`config.mk`:
```
export PLATFORM = sky130hd
export DESIGN_NAME = board_io_controller
export DESIGN_NICKNAME = d
export VERILOG_FILES = /design/src/rtl/board_io_pkg.sv /design/src/rtl/board_io_controller_key_debouncer.sv /design/src/rtl/board_io_controller.sv
export SDC_FILE = /design/constraint.sdc
export NUM_CORES = 1
export LEC_CHECK = 0
export BUFFER_PORTS_ARGS = -buffer_cell sky130_fd_sc_hd__buf_2
export CAP_MARGIN = 20
export CORE_MARGIN = 4
export CORE_UTILIZATION = 40
export DETAILED_ROUTE_END_ITERATION = 7
export PLACE_DENSITY_LB_ADDON = 0.25
export SYNTH_ARGS = -nofsm -noshare
export SYNTH_HDL_FRONTEND = slang
export SYNTH_SLANG_ARGS = --single-unit
export TNS_END_PERCENT = 20
```
`constraint.sdc`:
```
create_clock -name clk_cpu -period 2.6 [get_ports clk_cpu]
set_input_delay 0.26 -clock clk_cpu [delete_from_list [all_inputs] [get_ports clk_cpu]]
set_output_delay 0.26 -clock clk_cpu [all_outputs]
set_load 0.02 [all_outputs]
```
`src/rtl/board_io_pkg.sv`:
```
// Shared constants for the board LED/key register block: register offsets,
// event field layout and the address decode helper.
package board_io_pkg;

  localparam logic [4:0] REG_LED    = 5'h00;
  localparam logic [4:0] REG_KEYS   = 5'h04;
  localparam logic [4:0] REG_FREQ   = 5'h08;
  localparam logic [4:0] REG_EVENT  = 5'h0C;
  localparam logic [4:0] REG_IRQ_EN = 5'h10;
  localparam logic [4:0] REG_BRIGHT = 5'h14;

  // Release-seen flags live in the upper half of EVENT and IRQ_EN.
  localparam int EVENT_RELEASE_SHIFT = 16;

  // Byte address to word-aligned register offset; the byte lane bits are ignored.
  function automatic logic [4:0] word_offset(input logic [4:0] addr);
    return addr & 5'b11100;
  endfunction

endpackage

```
`src/rtl/board_io_controller_key_debouncer.sv`:
```
// Per-key input conditioning: two-flop synchroniser, stability counter and
// single-cycle pulses on each accepted change of the debounced state.
module key_debouncer #(
  parameter int DEBOUNCE_CYCLES = 480_000
) (
  input  logic clk_cpu,
  input  logic nreset,
  input  logic raw,
  output logic stable,
  output logic rise,
  output logic fall
);

  localparam int CNT_W = (DEBOUNCE_CYCLES > 2) ? $clog2(DEBOUNCE_CYCLES) : 1;
  localparam logic [CNT_W-1:0] CNT_LAST = CNT_W'(DEBOUNCE_CYCLES - 1);

  logic             sync_a;
  logic             sync_b;
  logic [CNT_W-1:0] cnt;
  logic             differs;
  logic             flip;

  assign differs = (sync_b != stable);
  assign flip    = differs && (cnt == CNT_LAST);

  // The edge pulses coincide with the flip so the event flags update on the
  // same edge as the debounced state.
  assign rise = flip & sync_b;
  assign fall = flip & ~sync_b;

  // Bring the asynchronous pin into the clock domain.
  always_ff @(posedge clk_cpu) begin
    if (!nreset) begin
      sync_a <= 1'b0;
      sync_b <= 1'b0;
    end else begin
      sync_a <= raw;
      sync_b <= sync_a;
    end
  end

  // Accept a new level only after it has differed for DEBOUNCE_CYCLES samples in a row.
  always_ff @(posedge clk_cpu) begin
    if (!nreset) begin
      stable <= 1'b0;
      cnt    <= '0;
    end else if (differs) begin
      if (flip) begin
        stable <= sync_b;
        cnt    <= '0;
      end else begin
        cnt <= cnt + 1'b1;
      end
    end else begin
      cnt <= '0;
    end
  end

endmodule

```
`src/rtl/board_io_controller.sv`:
```
// APB register block driving board LEDs (with polarity mask and global PWM
// brightness) and sampling debounced keys with latched press/release events.
module board_io_controller
  import board_io_pkg::*;
#(
  parameter int unsigned            NUM_LEDS        = 3,
  parameter int unsigned            NUM_KEYS        = 2,
  parameter logic [NUM_LEDS-1:0]    LED_INVERT      = 3'b011,
  parameter logic [NUM_KEYS-1:0]    KEY_INVERT      = 2'b11,
  parameter int                     DEBOUNCE_CYCLES = 480_000,
  parameter int unsigned            CPU_FREQ        = 85_661_538,
  parameter int unsigned            PWM_BITS        = 8
) (
  input  logic                clk_cpu,
  input  logic                nreset,
  input  logic [NUM_KEYS-1:0] keys,
  output logic [NUM_LEDS-1:0] leds,
  output logic                irq,
  input  logic [4:0]          apb_PADDR,
  input  logic                apb_PSEL,
  input  logic                apb_PENABLE,
  input  logic                apb_PWRITE,
  input  logic [31:0]         apb_PWDATA,
  output logic                apb_PREADY,
  output logic [31:0]         apb_PRDATA
);

  localparam int PWM_MAX = (1 << PWM_BITS) - 2;
  localparam logic [PWM_BITS-1:0] PWM_LAST = PWM_BITS'(PWM_MAX);

  logic [NUM_KEYS-1:0] key_raw;
  logic [NUM_KEYS-1:0] key_state;
  logic [NUM_KEYS-1:0] key_rise;
  logic [NUM_KEYS-1:0] key_fall;

  logic [NUM_LEDS-1:0] led_on;
  logic [PWM_BITS-1:0] duty;
  logic [PWM_BITS-1:0] pwm_cnt;
  logic                pwm_on;

  logic [NUM_KEYS-1:0] ev_press;
  logic [NUM_KEYS-1:0] ev_release;
  logic [NUM_KEYS-1:0] en_press;
  logic [NUM_KEYS-1:0] en_release;
  logic [NUM_KEYS-1:0] clr_press;
  logic [NUM_KEYS-1:0] clr_release;

  logic [4:0] addr;
  logic       wr_en;
  logic       wr_led;
  logic       wr_event;
  logic       wr_irq_en;
  logic       wr_bright;
  logic       unused_wdata;

  assign apb_PREADY   = 1'b1;
  assign addr         = word_offset(apb_PADDR);
  assign wr_en        = apb_PSEL & apb_PENABLE & apb_PWRITE;
  assign wr_led       = wr_en && (addr == REG_LED);
  assign wr_event     = wr_en && (addr == REG_EVENT);
  assign wr_irq_en    = wr_en && (addr == REG_IRQ_EN);
  assign wr_bright    = wr_en && (addr == REG_BRIGHT);
  assign unused_wdata = &{1'b0, apb_PWDATA};

  assign key_raw = keys ^ KEY_INVERT;

  for (genvar i = 0; i < NUM_KEYS; i++) begin : g_key
    key_debouncer #(
      .DEBOUNCE_CYCLES(DEBOUNCE_CYCLES)
    ) u_debouncer (
      .clk_cpu(clk_cpu),
      .nreset (nreset),
      .raw    (key_raw[i]),
      .stable (key_state[i]),
      .rise   (key_rise[i]),
      .fall   (key_fall[i])
    );
  end

  // Plain read/write control registers; unmapped writes fall through untouched.
  always_ff @(posedge clk_cpu) begin
    if (!nreset) begin
      led_on     <= '0;
      duty       <= '1;
      en_press   <= '0;
      en_release <= '0;
    end else begin
      if (wr_led) led_on <= apb_PWDATA[NUM_LEDS-1:0];
      if (wr_bright) duty <= apb_PWDATA[PWM_BITS-1:0];
      if (wr_irq_en) begin
        en_press   <= apb_PWDATA[NUM_KEYS-1:0];
        en_release <= apb_PWDATA[EVENT_RELEASE_SHIFT +: NUM_KEYS];
      end
    end
  end

  // Write-one-to-clear masks for the event flags.
  always_comb begin
    clr_press   = '0;
    clr_release = '0;
    if (wr_event) begin
      clr_press   = apb_PWDATA[NUM_KEYS-1:0];
      clr_release = apb_PWDATA[EVENT_RELEASE_SHIFT +: NUM_KEYS];
    end
  end

  // Latch key edges; a new edge in the same cycle as a clear keeps the flag set.
  always_ff @(posedge clk_cpu) begin
    if (!nreset) begin
      ev_press   <= '0;
      ev_release <= '0;
    end else begin
      ev_press   <= (ev_press & ~clr_press) | key_rise;
      ev_release <= (ev_release & ~clr_release) | key_fall;
    end
  end

  // Level interrupt follows the enabled event flags one cycle later.
  always_ff @(posedge clk_cpu) begin
    if (!nreset) begin
      irq <= 1'b0;
    end else begin
      irq <= |((ev_press & en_press) | (ev_release & en_release));
    end
  end

  // Free-running PWM phase counter with a period of 2^PWM_BITS-1 cycles.
  always_ff @(posedge clk_cpu) begin
    if (!nreset) begin
      pwm_cnt <= '0;
    end else if (pwm_cnt == PWM_LAST) begin
      pwm_cnt <= '0;
    end else begin
      pwm_cnt <= pwm_cnt + 1'b1;
    end
  end

  assign pwm_on = (duty == '1) | (pwm_cnt < duty);

  // Registered LED pins with board polarity applied last.
  always_ff @(posedge clk_cpu) begin
    if (!nreset) begin
      leds <= LED_INVERT;
    end else begin
      leds <= (led_on & {NUM_LEDS{pwm_on}}) ^ LED_INVERT;
    end
  end

  // Combinational read mux; unmapped offsets and unused bits read as zero.
  always_comb begin
    apb_PRDATA = '0;
    case (addr)
      REG_LED:    apb_PRDATA[NUM_LEDS-1:0] = led_on;
      REG_KEYS:   apb_PRDATA[NUM_KEYS-1:0] = key_state;
      REG_FREQ:   apb_PRDATA = 32'(CPU_FREQ);
      REG_EVENT: begin
        apb_PRDATA[NUM_KEYS-1:0]                      = ev_press;
        apb_PRDATA[EVENT_RELEASE_SHIFT +: NUM_KEYS]   = ev_release;
      end
      REG_IRQ_EN: begin
        apb_PRDATA[NUM_KEYS-1:0]                      = en_press;
        apb_PRDATA[EVENT_RELEASE_SHIFT +: NUM_KEYS]   = en_release;
      end
      REG_BRIGHT: apb_PRDATA[PWM_BITS-1:0] = duty;
      default:    apb_PRDATA = '0;
    endcase
  end

endmodule
```
==> flow_metrics.env <==
export IMPL_grt_pass1_vias=2689
export IMPL_fin_util=0.465
export IMPL_final_cell_mix="dfxtp_1 (75), nor2_1 (52), buf_2 (41)"
export IMPL_worstPathCellList="ha_1, nand2_1, or4_4, or4_1, a21oi_1"
export IMPL_gp_congestion=0.790
export IMPL_synth_top_cell_area_share=0.409
export IMPL_cts_htree_levels=3
export IMPL_relSlewSlack=0.368
export IMPL_grt_pass1_wl_mm=12.8
export IMPL_track_usage=0.141
export IMPL_max_freq_mhz=517
export IMPL_final_area_um2=4100
export IMPL_diodes=0
export IMPL_hold_viol=0
export IMPL_ys_ff_latch=75
export IMPL_via_count=2887
export IMPL_cts_made_buffers=9
export IMPL_path_delay_family="simple AND/OR/NAND/NOR gates"
export IMPL_p_leak_nw=1.62
export IMPL_post_cts_buffers=0
export IMPL_coreArea_um2=8810
export IMPL_timing_final_crit_share=0.744
export IMPL_fin_crit_ps=1940
export IMPL_synth_edf_count=0
export IMPL_drc=0
export IMPL_dp_cells=555
export IMPL_synth_area_leaders="dfxtp_1 (41%), xnor2_1 (6.4%), nor2_1 (5.3%)"
export IMPL_dr_pass1_iters=4
export IMPL_cp_arrival_ps=2210
export IMPL_fin_tns_setup_ps=0
export IMPL_worstSetupStartpointType="flop"
export IMPL_final_common_cell="dfxtp_1"
export IMPL_cts_clk_slew_worst_paths_ps=80
export IMPL_yosysWarnings=0
export IMPL_dieArea_um2=10800
export IMPL_die_height_um=104
export IMPL_tritoncts="yes"
export IMPL_syn2layout_area_growth_pct=11.6
export IMPL_syn_area_per_cell_um2=8.66
export IMPL_critical_path_class="reg -> reg"
export IMPL_critPathSlowestCell="or4_4"
export IMPL_syn_inst=424
export IMPL_max_slew_worst_pin_slew_ps=940
export IMPL_preCtsSetupSlack_ps=666
export IMPL_placed_area_um2=3870
export IMPL_layout_nets=513
export IMPL_dp_hpwl_mm=5.47
export IMPL_critPathBufInv=0
export IMPL_slew_viol_final=0
export IMPL_max_cap_viol_count=0
export IMPL_cpPeakStageDelay_ps=590
export IMPL_grt_max_degree=25
export IMPL_start_util=0.417
export IMPL_first_iter_violations=106
export IMPL_cts_root_buf="clkbuf_8"
export IMPL_final_cells=571
export IMPL_hold_class="in -> reg"
export IMPL_ys_seq_area_frac=0.409
export IMPL_async_flop_share=0
export IMPL_syn_cell_area_um2=3670
export IMPL_insertion_delay_ps=340
export IMPL_ctsHoldBuffers=0
export IMPL_yosys_most_used_dff="dfxtp_1"
export IMPL_routed_wl_mm=7.41
export IMPL_clock_skew_ps=8.75
export IMPL_avgViaCountPerCell=5.06
export IMPL_gr_total_overflow=0
export IMPL_clockBufferDepth=2
export IMPL_synth_cell_types=47
export IMPL_grt_setup_unrepaired="no"
export IMPL_status="finished, final reports clean"
export IMPL_finalSetupViolations=0
export IMPL_wl_per_cell_um=13.0
export IMPL_cp_end_kind="flop"
export IMPL_ctsResizeCount=0
export IMPL_powerDensity_nw_per_um2=564
export IMPL_die_w_um=104
export IMPL_postLayoutSetupSlackWorst_ps=664
export IMPL_cp_max_fo=7
export IMPL_ioPinCount=81
export IMPL_place_port_buffers=41
export IMPL_ant_nets=0
export IMPL_rows=34
export IMPL_cp_required_ps=2880
export IMPL_cts_sinks=75
export IMPL_yosys_area_top_type="dfxtp_1"
export IMPL_ir_drop_mv=0.322
export IMPL_antenna_found_initial=0
export IMPL_final_layout_size_suffix_gt1_frac=0.156
==> report_power, final <==
group	total [W]	leakage [nW]	switching [W]	internal, W
combinational	0.000140	0.910	0.0000922	0.0000475
clock	0.00100	0.108	0.000435	0.000566
sequential	0.00117	0.606	0.00000995	0.00116
==> cell usage after synthesis (all sizes together) (4+ instances only) <==
| master | n |
|---|---|
| nor3 | 12 |
| or3 | 4 |
| nor2 | 52 |
| xor2 | 8 |
| buf | 26 |
| dfxtp | 75 |
| nand3 | 16 |
| o21ai | 12 |
| nand2 | 32 |
| nor2b | 14 |
| a21boi | 4 |
| o211ai | 8 |
| and3 | 11 |
| ha | 11 |
| mux2i | 10 |
| a21oi | 10 |
| nor4 | 11 |
| xnor2 | 27 |
| inv | 17 |
| clkbuf | 9 |
| nand4 | 10 |
| and2 | 6 |
==> sequential cells by signal, summed over array words and instances (netlist names), 2 cells and up <==
register                  cells
leds                          3
duty                          8
en_press                      2
en_release                    2
pwm_cnt                       8
ev_release                    2
g_key.u_debouncer.stable      2
g_key.u_debouncer.cnt        38
ev_press                      2
g_key.u_debouncer.sync_a      2
g_key.u_debouncer.sync_b      2
led_on                        3
==> per-layer routing <==
| layer | vias to the layer above | wire length (um) | track usage |
|---|---|---|---|
| li1 | 1507 | - | - |
| met1 | 1330 | 3680 | 0.186 |
| met2 | 38 | 3370 | 0.225 |
| met3 | 12 | 207 | 0.0299 |
| met4 | 0 | 146 | 0.0589 |
| met5 | - | 0 | 0 |
==> path summary, 6_finish.rpt <==
check / start / end / slack (ps) / depth (start not counted)
worst max-delay path: g_key[0].u_debouncer.cnt[0] / g_key[0].u_debouncer.cnt[18] / 660 / 5
worst min register to register: g_key[0].u_debouncer.sync_a / g_key[0].u_debouncer.sync_b / 430 / 1
worst min-delay path: keys[1] / g_key[1].u_debouncer.sync_a / 70 / 2
worst max register to register: g_key[0].u_debouncer.cnt[0] / g_key[0].u_debouncer.cnt[18] / 660 / 5
==> final cells by class <==
type,count,area (um^2)
Clock inverter,6,88.8
Fill cell,861,4710
Timing Repair Buffer,45,235
Sequential cell,75,1500
Inverter,17,63.8
Multi-Input combinational cell,310,1930
Clock buffer,10,138
Tap cell,108,135
==> logic make-up after synthesis <==
| kind of cell | count (synthesis) | synth area share |
|---|---|---|
| other | 2 | 0.00205 |
| multiplexers | 11 | 0.0303 |
| AO/OA/AOI/OAI | 54 | 0.100 |
| buffers and inverters | 52 | 0.0777 |
| XOR/XNOR | 35 | 0.0835 |
| AND/OR/NAND/NOR | 184 | 0.260 |
| flip-flops | 75 | 0.409 |
| adder cells (fa/ha/maj) | 11 | 0.0375 |
==> stage by stage <==
stage	hold slack, ps	power (W)
detailed placement	408	0.00134
global placement	415	0.00133
floorplan	332	0.00131
finish	71.4	0.00231
CTS	55.1	0.00234
global route	68.9	0.00241
(Power assumes the default switching activity.)
